## src/rtl/nibble_serial_adder_ctrl_if.sv

```systemverilog
// Operand/result bundle for the nibble-serial adder sequencer.
// Optional SIGNED_OVF_EN macro adds the ovf result bit.
interface nibble_serial_adder_ctrl_if #(
  parameter int NIBBLES = 4
);
  localparam int W = 4 * NIBBLES;

  // Handshake: start is sampled only while idle, together with sub/a/b.
  // busy is high while nibbles are being processed; done is a one-cycle
  // pulse after the last nibble, and sum/cout hold until the next accept.
  logic         start;
  logic         sub;
  logic [W-1:0] a;
  logic [W-1:0] b;
  logic         busy;
  logic         done;
  logic [W-1:0] sum;
  logic         cout;
`ifdef SIGNED_OVF_EN
  logic         ovf;
`endif

  modport master (
    output start, sub, a, b,
    input  busy, done, sum, cout
`ifdef SIGNED_OVF_EN
    , input ovf
`endif
  );

  modport slave (
    input  start, sub, a, b,
    output busy, done, sum, cout
`ifdef SIGNED_OVF_EN
    , output ovf
`endif
  );
endinterface

```

## src/rtl/nibble_serial_adder_ctrl.sv

```systemverilog
// Multi-cycle add/subtract sequencer reusing one 4-bit ripple slice, LSB nibble first.
// Optional macro SIGNED_OVF_EN adds a two's-complement overflow flag (bus.ovf).
module nibble_serial_adder_fa4 (
  input  logic [3:0] x,
  input  logic [3:0] y,
  input  logic       ci,
  output logic [3:0] s,
  output logic       co,
  output logic       c3
);
  logic [4:0] c;

  assign c[0] = ci;
  for (genvar i = 0; i < 4; i++) begin : g_fa
    assign s[i]   = x[i] ^ y[i] ^ c[i];
    assign c[i+1] = (x[i] & y[i]) | (c[i] & (x[i] ^ y[i]));
  end
  assign co = c[4];
  assign c3 = c[3];
endmodule

module nibble_serial_adder_ctrl #(
  parameter int NIBBLES = 4
) (
  input  logic                       clk,
  input  logic                       rst_n,
  nibble_serial_adder_ctrl_if.slave  bus,
  output logic [1:0]                 dbg_state
);
  localparam int W  = 4 * NIBBLES;
  localparam int IW = $clog2(NIBBLES) + 1;

  typedef enum logic [1:0] {
    IDLE = 2'd0,
    RUN  = 2'd1,
    DONE = 2'd2
  } state_t;

  state_t          state, state_nx;
  logic [IW-1:0]   idx;
  logic            carry;
  logic            sub_q;
  logic [W-1:0]    a_q;
  logic [W-1:0]    b_q;
  logic [W-1:0]    sum_q;
  logic            cout_q;
  logic            accept;
  logic            last;
  logic [3:0]      a_nib;
  logic [3:0]      b_nib;
  logic [3:0]      slice_s;
  logic            slice_co;
  logic            slice_c3;

  // ---------------- FSM ----------------
  always_ff @(posedge clk or negedge rst_n) begin
    if (!rst_n) state <= IDLE;
    else        state <= state_nx;
  end

  always_comb begin
    state_nx = state;
    accept   = 1'b0;
    case (state)
      IDLE: begin
        if (bus.start) begin
          accept   = 1'b1;
          state_nx = RUN;
        end
      end
      RUN:     if (last) state_nx = DONE;
      DONE:    state_nx = IDLE;
      default: state_nx = IDLE;
    endcase
  end

  assign last      = (idx == IW'(NIBBLES - 1));
  assign bus.busy  = (state == RUN);
  assign bus.done  = (state == DONE);
  assign dbg_state = state;

  // ---------------- datapath ----------------
  always_comb begin
    a_nib = '0;
    b_nib = '0;
    for (int i = 0; i < NIBBLES; i++) begin
      if (idx == IW'(i)) begin
        a_nib = a_q[4*i +: 4];
        b_nib = b_q[4*i +: 4];
      end
    end
  end

  // Subtraction is a + ~b + 1: invert b here, the +1 comes from carry=sub at accept.
  nibble_serial_adder_fa4 u_slice (
    .x  (a_nib),
    .y  (b_nib ^ {4{sub_q}}),
    .ci (carry),
    .s  (slice_s),
    .co (slice_co),
    .c3 (slice_c3)
  );

  always_ff @(posedge clk or negedge rst_n) begin
    if (!rst_n) begin
      idx    <= '0;
      carry  <= 1'b0;
      sub_q  <= 1'b0;
      a_q    <= '0;
      b_q    <= '0;
      sum_q  <= '0;
      cout_q <= 1'b0;
    end else if (accept) begin
      idx    <= '0;
      carry  <= bus.sub;
      sub_q  <= bus.sub;
      a_q    <= bus.a;
      b_q    <= bus.b;
      sum_q  <= '0;
      cout_q <= 1'b0;
    end else if (state == RUN) begin
      for (int i = 0; i < NIBBLES; i++) begin
        if (idx == IW'(i)) sum_q[4*i +: 4] <= slice_s;
      end
      carry <= slice_co;
      idx   <= idx + 1'b1;
      if (last) cout_q <= slice_co;
    end
  end

  assign bus.sum  = sum_q;
  assign bus.cout = cout_q;

`ifdef SIGNED_OVF_EN
  logic ovf_q;

  always_ff @(posedge clk or negedge rst_n) begin
    if (!rst_n)                     ovf_q <= 1'b0;
    else if (accept)                ovf_q <= 1'b0;
    else if (state == RUN && last)  ovf_q <= slice_c3 ^ slice_co;
  end

  assign bus.ovf = ovf_q;
`else
  logic unused_c3;
  assign unused_c3 = slice_c3;
`endif
endmodule

```

## src/flat_wrapper.sv

```systemverilog
// flat-port wrapper written by rule: the top's interface ports become plain ports
module nibble_serial_adder_ctrl_flat 
#(
  parameter int NIBBLES = 4
)
  (clk, rst_n, dbg_state, bus_start, bus_sub, bus_a, bus_b, bus_busy, bus_done, bus_sum, bus_cout);
  nibble_serial_adder_ctrl_if #(.NIBBLES(NIBBLES)) bus_i ();
  input  logic clk;
  input  logic rst_n;
  output logic [1:0] dbg_state;
  input wire logic [$bits(bus_i.start)-1:0] bus_start;
  input wire logic [$bits(bus_i.sub)-1:0] bus_sub;
  input wire logic [$bits(bus_i.a)-1:0] bus_a;
  input wire logic [$bits(bus_i.b)-1:0] bus_b;
  output wire logic [$bits(bus_i.busy)-1:0] bus_busy;
  output wire logic [$bits(bus_i.done)-1:0] bus_done;
  output wire logic [$bits(bus_i.sum)-1:0] bus_sum;
  output wire logic [$bits(bus_i.cout)-1:0] bus_cout;
  assign bus_i.start = bus_start;
  assign bus_i.sub = bus_sub;
  assign bus_i.a = bus_a;
  assign bus_i.b = bus_b;
  assign bus_busy = bus_i.busy;
  assign bus_done = bus_i.done;
  assign bus_sum = bus_i.sum;
  assign bus_cout = bus_i.cout;
  nibble_serial_adder_ctrl #(.NIBBLES(NIBBLES)) u_core (.clk(clk), .rst_n(rst_n), .bus(bus_i), .dbg_state(dbg_state));
endmodule
```

## config.mk

```make
export PLATFORM = sky130hd
export DESIGN_NAME = nibble_serial_adder_ctrl_flat
export DESIGN_NICKNAME = d
export VERILOG_FILES = /design/src/rtl/nibble_serial_adder_ctrl_if.sv /design/src/rtl/nibble_serial_adder_ctrl.sv /design/src/flat_wrapper.sv
export SDC_FILE = /design/constraint.sdc
export NUM_CORES = 1
export LEC_CHECK = 0
export ABC_AREA = 0
export CAP_MARGIN = 10
export CORE_ASPECT_RATIO = 0.8
export CORE_UTILIZATION = 55
export CTS_BUF_LIST = sky130_fd_sc_hd__clkbuf_16
export DETAILED_ROUTE_END_ITERATION = 10
export GPL_TIMING_DRIVEN = 1
export PLACE_DENSITY = 0.81
export SYNTH_ARGS = -nofsm -noshare
export SYNTH_HDL_FRONTEND = slang
export SYNTH_SLANG_ARGS = --single-unit
```

## constraint.sdc

```tcl
create_clock -name clk -period 8.3 [get_ports clk]
set_input_delay 1.66 -clock clk [delete_from_list [all_inputs] [get_ports clk]]
set_output_delay 1.66 -clock clk [all_outputs]
set_load 0.03 [all_outputs]
```

# ---- Word-level counts from Yosys, hierarchy flattened
# Cells that the tools add are included.
dict set report totals {
  reg_bits 56
  word_cells 78
  inputBits 36
  out_inout_bits 21
}
dict set report classes {
  n_addsub 1
  eq_ne 7
  bitwise 21
  n_mux 26
  n_reduce_logical 12
}
# op n
set op_table {}
lappend op_table {{$mux 4} 12}
lappend op_table {{$mux 16} 2}
lappend op_table {{$reduce_and 2->1} 5}
lappend op_table {{$reduce_bool 2->1} 5}
lappend op_table {{$and 1x1->1} 8}
lappend op_table {{$xor 1x1->1} 8}
lappend op_table {{$mux 1} 7}
lappend op_table {{$eq 3x2->1 const B} 2}
lappend op_table {{$mux 3} 2}
lappend op_table {{$mux 2} 2}
lappend op_table {{$or 1x1->1} 4}
lappend op_table {{$pmux 2 s2} 1}
lappend op_table {{$xor 4x4->4} 1}
lappend op_table {{$add 3x1->3 const B} 1}
lappend op_table {{$eq 3x1->1 const B} 1}
lappend op_table {{$logic_not 3->1} 1}
lappend op_table {{$eq 2x1->1 const B} 1}
lappend op_table {{$eq 2x2->1 const B} 1}
lappend op_table {{$logic_not 2->1} 1}
lappend op_table {{$ne 2x1->1 const B} 1}
lappend op_table {{$ne 2x2->1 const B} 1}

# ---- Logic depth before layout (Yosys ltp)
# Gate-level depths: netlist of run 1.
dict set report logic_depth {
  ltp_word 18
  mapped_depth 15
  mapped_depth_nobuf 13
}

# ---- Cells and area by module
# From an unflattened synthesis of run 1, not the netlist that was laid out.
dict set report hier_totals {
  cells_unflattened 316
  hier_area_um2 2889.0
}
# module area_per_inst_um2 n_inst cells_each
set by_module_without_submodules {}
lappend by_module_without_submodules {nibble_serial_adder_ctrl 2778.9 1 304}
lappend by_module_without_submodules {nibble_serial_adder_fa4 110.1 1 12}

# ---- Least setup slack after synthesis of run 1
# OpenSTA, ideal clock, no wires.
dict set report synth_path {
  kind {register -> register}
  startpoint {register u_core.idx[0]}
  endpoint {register u_core.sum_q[3], in the netlist u_core.bus.sum[3]}
  setup_time_ps 132
  stages_incl_launch_ff 15
  slack_ps 4859
  arrival_ps 3309
  path_buffers 1
  path_cell_list {dfrtp_1 -> ha_1 -> ha_1 -> buf_2 -> or3_4 -> a21o_1 -> a211oi_2 -> fa_1 -> inv_1 -> fa_1 -> fa_1 -> inv_1 -> fa_1 -> mux2i_1 -> nor2_1}
}
dict set report synth_via {
  elab_chain_cells 17
}
# element line_no
set synth_rtl {}
lappend synth_rtl {{from (decl)} nibble_serial_adder_ctrl.sv:40} ;# logic [IW-1:0] idx;
lappend synth_rtl {{from (signal assigned)} nibble_serial_adder_ctrl.sv:126} ;# idx <= idx + 1'b1;
lappend synth_rtl {{$logic_not 3->1} {nibble_serial_adder_ctrl.sv:87, nibble_serial_adder_ctrl.sv:123}}
lappend synth_rtl {{$mux 4 (4 in series)} nibble_serial_adder_ctrl.sv:87} ;# if (idx == IW'(i)) begin
lappend synth_rtl {{$xor 4x4->4} nibble_serial_adder_ctrl.sv:97} ;# .y (b_nib ^ {4{sub_q}}),
lappend synth_rtl {{$xor 1x1->1} nibble_serial_adder_ctrl.sv:16} ;# assign c[i+1] = (x[i] & y[i]) | (c[i] & (x[i] ^ y[i]));
lappend synth_rtl {{$and 1x1->1} nibble_serial_adder_ctrl.sv:16}
lappend synth_rtl {{$or 1x1->1} nibble_serial_adder_ctrl.sv:16}
lappend synth_rtl {{$and 1x1->1} nibble_serial_adder_ctrl.sv:16}
lappend synth_rtl {{$or 1x1->1} nibble_serial_adder_ctrl.sv:16}
lappend synth_rtl {{$and 1x1->1} nibble_serial_adder_ctrl.sv:16}
lappend synth_rtl {{$or 1x1->1} nibble_serial_adder_ctrl.sv:16}
lappend synth_rtl {{$xor 1x1->1} nibble_serial_adder_ctrl.sv:15} ;# assign s[i] = x[i] ^ y[i] ^ c[i];
lappend synth_rtl {{$mux 4} nibble_serial_adder_ctrl.sv:123} ;# if (idx == IW'(i)) sum_q[4*i +: 4] <= slice_s;
lappend synth_rtl {{$mux 16} nibble_serial_adder_ctrl.sv:121} ;# end else if (state == RUN) begin
lappend synth_rtl {{$mux 16} nibble_serial_adder_ctrl.sv:113} ;# end else if (accept) begin
lappend synth_rtl {{to (signal, indexed assignment)} nibble_serial_adder_ctrl.sv:123}
lappend synth_rtl {{to (decl)} nibble_serial_adder_ctrl.sv:45} ;# logic [W-1:0] sum_q;
# Several ways; a longest one is shown, not always the timed one. The select of a mux whose other input is x is not followed.
# A chain may end at the register's enable or synchronous reset.

# ---- Worst setup path after layout of run 1
dict set report layout_path {
  startpoint {register u_core.state[1], in the netlist u_core.dbg_state[1]}
  endpoint {output bus_busy}
}
dict set report layout_via {
  elab_chain_cells 1
}
# element line_no
set layout_rtl {}
lappend layout_rtl {{from (decl)} nibble_serial_adder_ctrl.sv:39} ;# state_t state, state_nx;
lappend layout_rtl {{from (signal assigned)} nibble_serial_adder_ctrl.sv:58} ;# else state <= state_nx;
lappend layout_rtl {{$eq 2x1->1} nibble_serial_adder_ctrl.sv:78} ;# assign bus.busy = (state == RUN);
lappend layout_rtl {{to (decl)} flat_wrapper.sv:15} ;# output wire logic [$bits(bus_i.busy)-1:0] bus_busy;
# No other way between the ends.

==> out/qor.yml, run 1 <==
avgViaCountPerCell: 5.36
synth-seq-cells: 56
ir_drop_v: 0.000291
core_sq_um: 5010
ys.flop_type: "dfrtp_1"
grt_usage_pct: 25.2
pre_cts_ws_ns: 4.56
antenna_found_initial: 0
layout_setup_ws_ns: 4.45
ys_top_cells_by_area: "dfrtp_1 (49%), nand2_1 (16%), mux2i_1 (3.5%)"
cts_hold_buf: 0
fin_util_pct: 71.4
dp_cells: 412
port_buffers: 56
crit_type: "register to output port"
worstPathRequired_ns: 6.64
start_kind: "register"
cts_resized: 0
cts_tree: "done"
p_per_area_nw_per_um2: 422
hold_ws_ns: 0.475
cts_root_buffer: "clkbuf_16"
cts.clk_slew.worst_paths_ns: 0.07
synth-edff-count: 0
final_common_cell: "nand2_1"
wl_met2_microns: 2850
m1WireLength_microns: 3070
layout.nets: 403
fin_crit_ns: 3.85
status: "complete, no violations"
critPathArrivalTime_ns: 2.19
synth_top_cell_by_area: "dfrtp_1"
place_area_sq_um: 3380
antenna_cells: 0
yosysTopAreaCellShare_pct: 49.2
route.met3.wl_microns: 419
fmax_mhz: 260
grt_pass1_vias: 2010
fp.dieW_microns: 82.4
maxSlewViolCount: 0
cts_max_level: 2
max_slew_margin_pct: 33.3
num_rows: 23
top_layer_used: "met4"
rsz0062_at_grt: "no"
grt_max_degree: 57
cts_num_sinks: 56
ys_warn_count: 0
io-pin-count: 57
timing.final.crit_share_pct: 46.4
synth_cell_type_count: 34
postSynthCellCount: 311
finalHoldViolations: 0
chipHeight_microns: 66.3
finalSetupTns_ns: 0
drv_cap: 0
synthesis.nets: 356
gr-total-overflow: 0
grt_pass1_wl_microns: 10000
power_leakage_nw: 1.68
layout_common_cells: "nand2_1 (118), dfrtp_1 (56), clkdlybuf4s50_1 (55)"
area_growth_pct: 25.6
tightest_slew_ns: 0.999
drive_gt1_share_pct: 6.13
die_area_sq_um: 5470
dr.pass1.iters: 4
fin_cells: 421
gp_congestion: 0.830
drt-total-wl_microns: 6430
drt_iter0_drc: 192
wl_per_cell_microns: 15.3
fin_skew_ns: 0.00470
hold_path.class: "register to register"
drtAntennaViolNets: 0
synth_area_sq_um: 2850
worstSetupEndpointType: "output port"
power.total_mw: 1.51
crit_fanout: 11
dp_hpwl_microns: 4350
setup_viol: 0
initial_core_util_pct: 56.8
stdcell_area_sq_um: 3580
clk_latency_ns: 0.29
post_cts.repair.setup_buffers: 0
num_vias: 2256
clockBufferDepth: 2
drc: 0
synthArstFlopShare_pct: 100
syn_area_per_cell_sq_um: 9.15
seq_area_frac_synth_pct: 49.2
cts_made_buffers: 5
## cells in the mapped netlist, types with 3 or more instances
library cell,n
nand2_1,118
dfrtp_1,56
a21oi_1,15
o21ai_0,13
nor2_1,11
mux2i_1,10
buf_2,9
inv_1,9
nand3_1,7
nand2b_1,6
ha_1,5
nand3b_1,5
a21o_1,4
and4bb_2,4
buf_6,4
fa_1,4
clkbuf_1,3
clkbuf_2,3
## critical path, stage by stage, from the launching register on
cell and delay, ns:
dfrtp_1 0.49, nand2b_1 0.37, inv_1 0.30, clkdlybuf4s50_1 0.74
## registers in the layout, summed over array words and instances, names as in the netlist
name              flops
u_core.a_q           16
u_core.bus.cout       1
u_core.bus.sum       16
u_core.carry          1
u_core.dbg_state      2
u_core.b_q           16
u_core.idx            3
u_core.sub_q          1
## power breakdown
| part | switching [mW] | internal (mW) | total [mW] |
|---|---|---|---|
| clock network | 0.0925 | 0.141 | 0.233 |
| logic | 0.471 | 0.316 | 0.786 |
| registers | 0.0960 | 0.395 | 0.491 |
| total | 0.659 | 0.851 | 1.51 |
## area by class of cell
class | count | area, sq um
Multi-Input combinational cell | 227 | 1300
Clock inverter | 3 | 38.8
Clock buffer | 5 | 125
Sequential cell | 56 | 1400
Inverter | 9 | 33.8
Tap cell | 62 | 77.6
Timing Repair Buffer | 59 | 598
Fill cell | 381 | 1430
## worst paths after layout
kind	from	to	slack [ns]	cells after the start
worst max-delay path	u_core.dbg_state[1]$_DFFE_PN0P_	bus_busy	4.45	3
worst min-delay path	u_core.b_q[15]$_DFFE_PN0P_	u_core.b_q[15]$_DFFE_PN0P_	0.47	2
worst max register to register	u_core.idx[0]$_DFFE_PN0P_	u_core.bus.sum[3]$_DFFE_PN0P_	4.48	13
worst min register to register	u_core.b_q[15]$_DFFE_PN0P_	u_core.b_q[15]$_DFFE_PN0P_	0.47	2
max in group asynchronous	rst_n	u_core.a_q[6]$_DFFE_PN0P_	6.34	2
min in group asynchronous	rst_n	u_core.bus.sum[10]$_DFFE_PN0P_	1.49	2
## layer usage
layer	vias to the layer above	GRT usage (%)
met2	77	34.6
met4	0	9.65
li1	1111	-
met3	11	5.52
met5	-	0
met1	1057	38.1
## kinds of logic after synthesis
family	share of synthesized area, %
simple gates	27.1
flops	49.2
compound gates	9.85
buf+inv	5.27
mux	3.52
fa+ha+maj	5.01
Power figures use the tool's default switching activity.
==> inputs of run 2 (changes only) <==
CORE_UTILIZATION = 46   (was 55)
PLACE_DENSITY = 0.72   (was 0.81)
clock period = 3.3 ns   (was 8.3 ns; I/O delays follow)
==> out/qor.yml, run 2 (same netlist as run 1, synthesis figures left out) <==
status: "finished with violations"
violations: "setup timing"
clk_latency_ns: 0.29
cts_tree: "done"
fin_crit_ns: 3.37
worstSetupEndpointType: "register"
layout.nets: 420
antenna_found_initial: 0
num_vias: 2276
rsz0062_at_grt: "yes"
wl_per_cell_microns: 14.4
fp.dieW_microns: 90.0
num_rows: 25
hold_path.class: "input pin to asynchronous set/reset pin"
dp_cells: 446
cts_max_level: 2
io-pin-count: 57
p_sw_mw: 1.69
p_sw_share_pct: 43.3
cts_num_sinks: 56
dr.pass1.iters: 5
grt_pass1_wl_microns: 10900
grt_pass1_vias: 2187
power_leakage_nw: 1.74
cts_made_buffers: 5
die_area_sq_um: 6510
worstPathRequired_ns: 3.47
gr-total-overflow: 0
drc: 0
clockBufferDepth: 2
core_sq_um: 5940
maxSlewViolCount: 0
layout_setup_ws_ns: -0.0650
setup_viol: 3
grt_max_degree: 41
crit_fanout: 5
area_growth_pct: 31.6
start_kind: "register"
p_comb_share_pct: 55.6
final_common_cell: "nand2_1"
gp_congestion: 0.883
max_slew_margin_pct: 42.4
fin_skew_ns: 0.00432
drtAntennaViolNets: 0
tightest_slew_ns: 0.864
internal-power_mw: 2.22
critPathArrivalTime_ns: 3.54
fin_cells: 457
cts_root_buffer: "clkbuf_16"
avgViaCountPerCell: 4.98
crit_type: "register to register"
dp_hpwl_microns: 4860
cts.clk_slew.worst_paths_ns: 0.07
port_buffers: 56
rrSetupSlack_ns: -0.07
chipHeight_microns: 72.4
drt_iter0_drc: 154
p_per_area_nw_per_um2: 1040
pwr-share-clk_pct: 12.9
pwr-share-seq_pct: 31.4
drive_gt1_share_pct: 14.1
initial_core_util_pct: 47.9
ir_drop_v: 0.000371
layout_common_cells: "nand2_1 (118), clkdlybuf4s50_1 (55), dfrtp_1 (55)"
timing.final.crit_share_pct: 102
antenna_cells: 0
grt_usage_pct: 21.4
fmax_mhz: 297
finalSetupTns_ns: -0.138
drt-total-wl_microns: 6600
drv_cap: 0
finalHoldViolations: 0
fin_util_pct: 63.0
[run 2: power groups by stage]
stage | clock network, mW | registers [mW] | logic, mW
2_1_floorplan | 0 | 1.30 | 1.31
3_3_place_gp | 0 | 1.22 | 2.06
3_5_place_dp | 0 | 1.22 | 2.11
4_1_cts | 0.516 | 1.21 | 2.13
5_1_grt | 0.541 | 1.26 | 2.41
6_report | 0.507 | 1.23 | 2.18
[run 2: final cells by class]
cell class,count,area (sq um)
Multi-Input combinational cell,227,1360
Clock inverter,3,13.8
Inverter,9,33.8
Fill cell,506,2200
Clock buffer,5,125
Tap cell,81,101
Sequential cell,56,1400
Timing Repair Buffer,76,709
[run 2: worst paths after layout]
path                                      startpoint                             end  cells after the start
max                        u_core.idx[0]$_DFFE_PN0P_   u_core.bus.sum[7]$_DFFE_PN0P_                     13
min                                            rst_n  u_core.bus.sum[14]$_DFFE_PN0P_                      1
min in group clk           u_core.a_q[9]$_DFFE_PN0P_       u_core.a_q[9]$_DFFE_PN0P_                      2
max in group asynchronous                      rst_n       u_core.a_q[5]$_DFFE_PN0P_                      2
max reg2reg                u_core.idx[0]$_DFFE_PN0P_   u_core.bus.sum[7]$_DFFE_PN0P_                     13
min reg2reg                u_core.a_q[9]$_DFFE_PN0P_       u_core.a_q[9]$_DFFE_PN0P_                      2
[run 2: per-layer routing]
layer	part of all wire, %	global-route usage, %
met1	52	32.8
met2	43	31.8
met3	4.8	3.67
met4	0.73	4.84
met5	0	0
[run 2: per-stage QoR]
| step | hold WS [ns] | total power [mW] | setup slack (ns) | area (sq um) |
|---|---|---|---|---|
| 2_1_floorplan | 0.364 | 2.61 | -0.0756 | 2870 |
| 3_3_place_gp | 0.457 | 3.27 | -0.0590 | 3530 |
| 3_5_place_dp | 0.463 | 3.33 | -0.123 | 3530 |
| 4_1_cts | 0.488 | 3.86 | -0.0739 | 3690 |
| 5_1_grt | 0.503 | 4.22 | -0.169 | 3750 |
| 6_report | 0.483 | 3.91 | -0.0650 | 3750 |
[run 2: repair_timing]
item / 4_1_cts / 5_1_grt
hold buffers: 0 / 0
resized for setup: 2 / 11
buffers inserted: 1 / 2
endpoints found under the setup margin: 4 / 4
pin swaps: 4 / 1
[run 2: critical path, stage by stage, from the launching register on]
cell and delay, ns:
dfrtp_2 0.45, ha_4 0.18, ha_4 0.17, or3_4 0.37
a21o_1 0.17, a211oi_2 0.23, fa_2 0.25, inv_2 0.04
fa_2 0.33, fa_2 0.34, inv_2 0.06, fa_2 0.45
mux2i_1 0.16, nor2_1 0.05
==> inputs of run 3 (changes only) <==
CAP_MARGIN = unset   (was 10)
==> results of run 3 <==
Same layout as run 2: the final DEF is identical, and so are final timing and power.
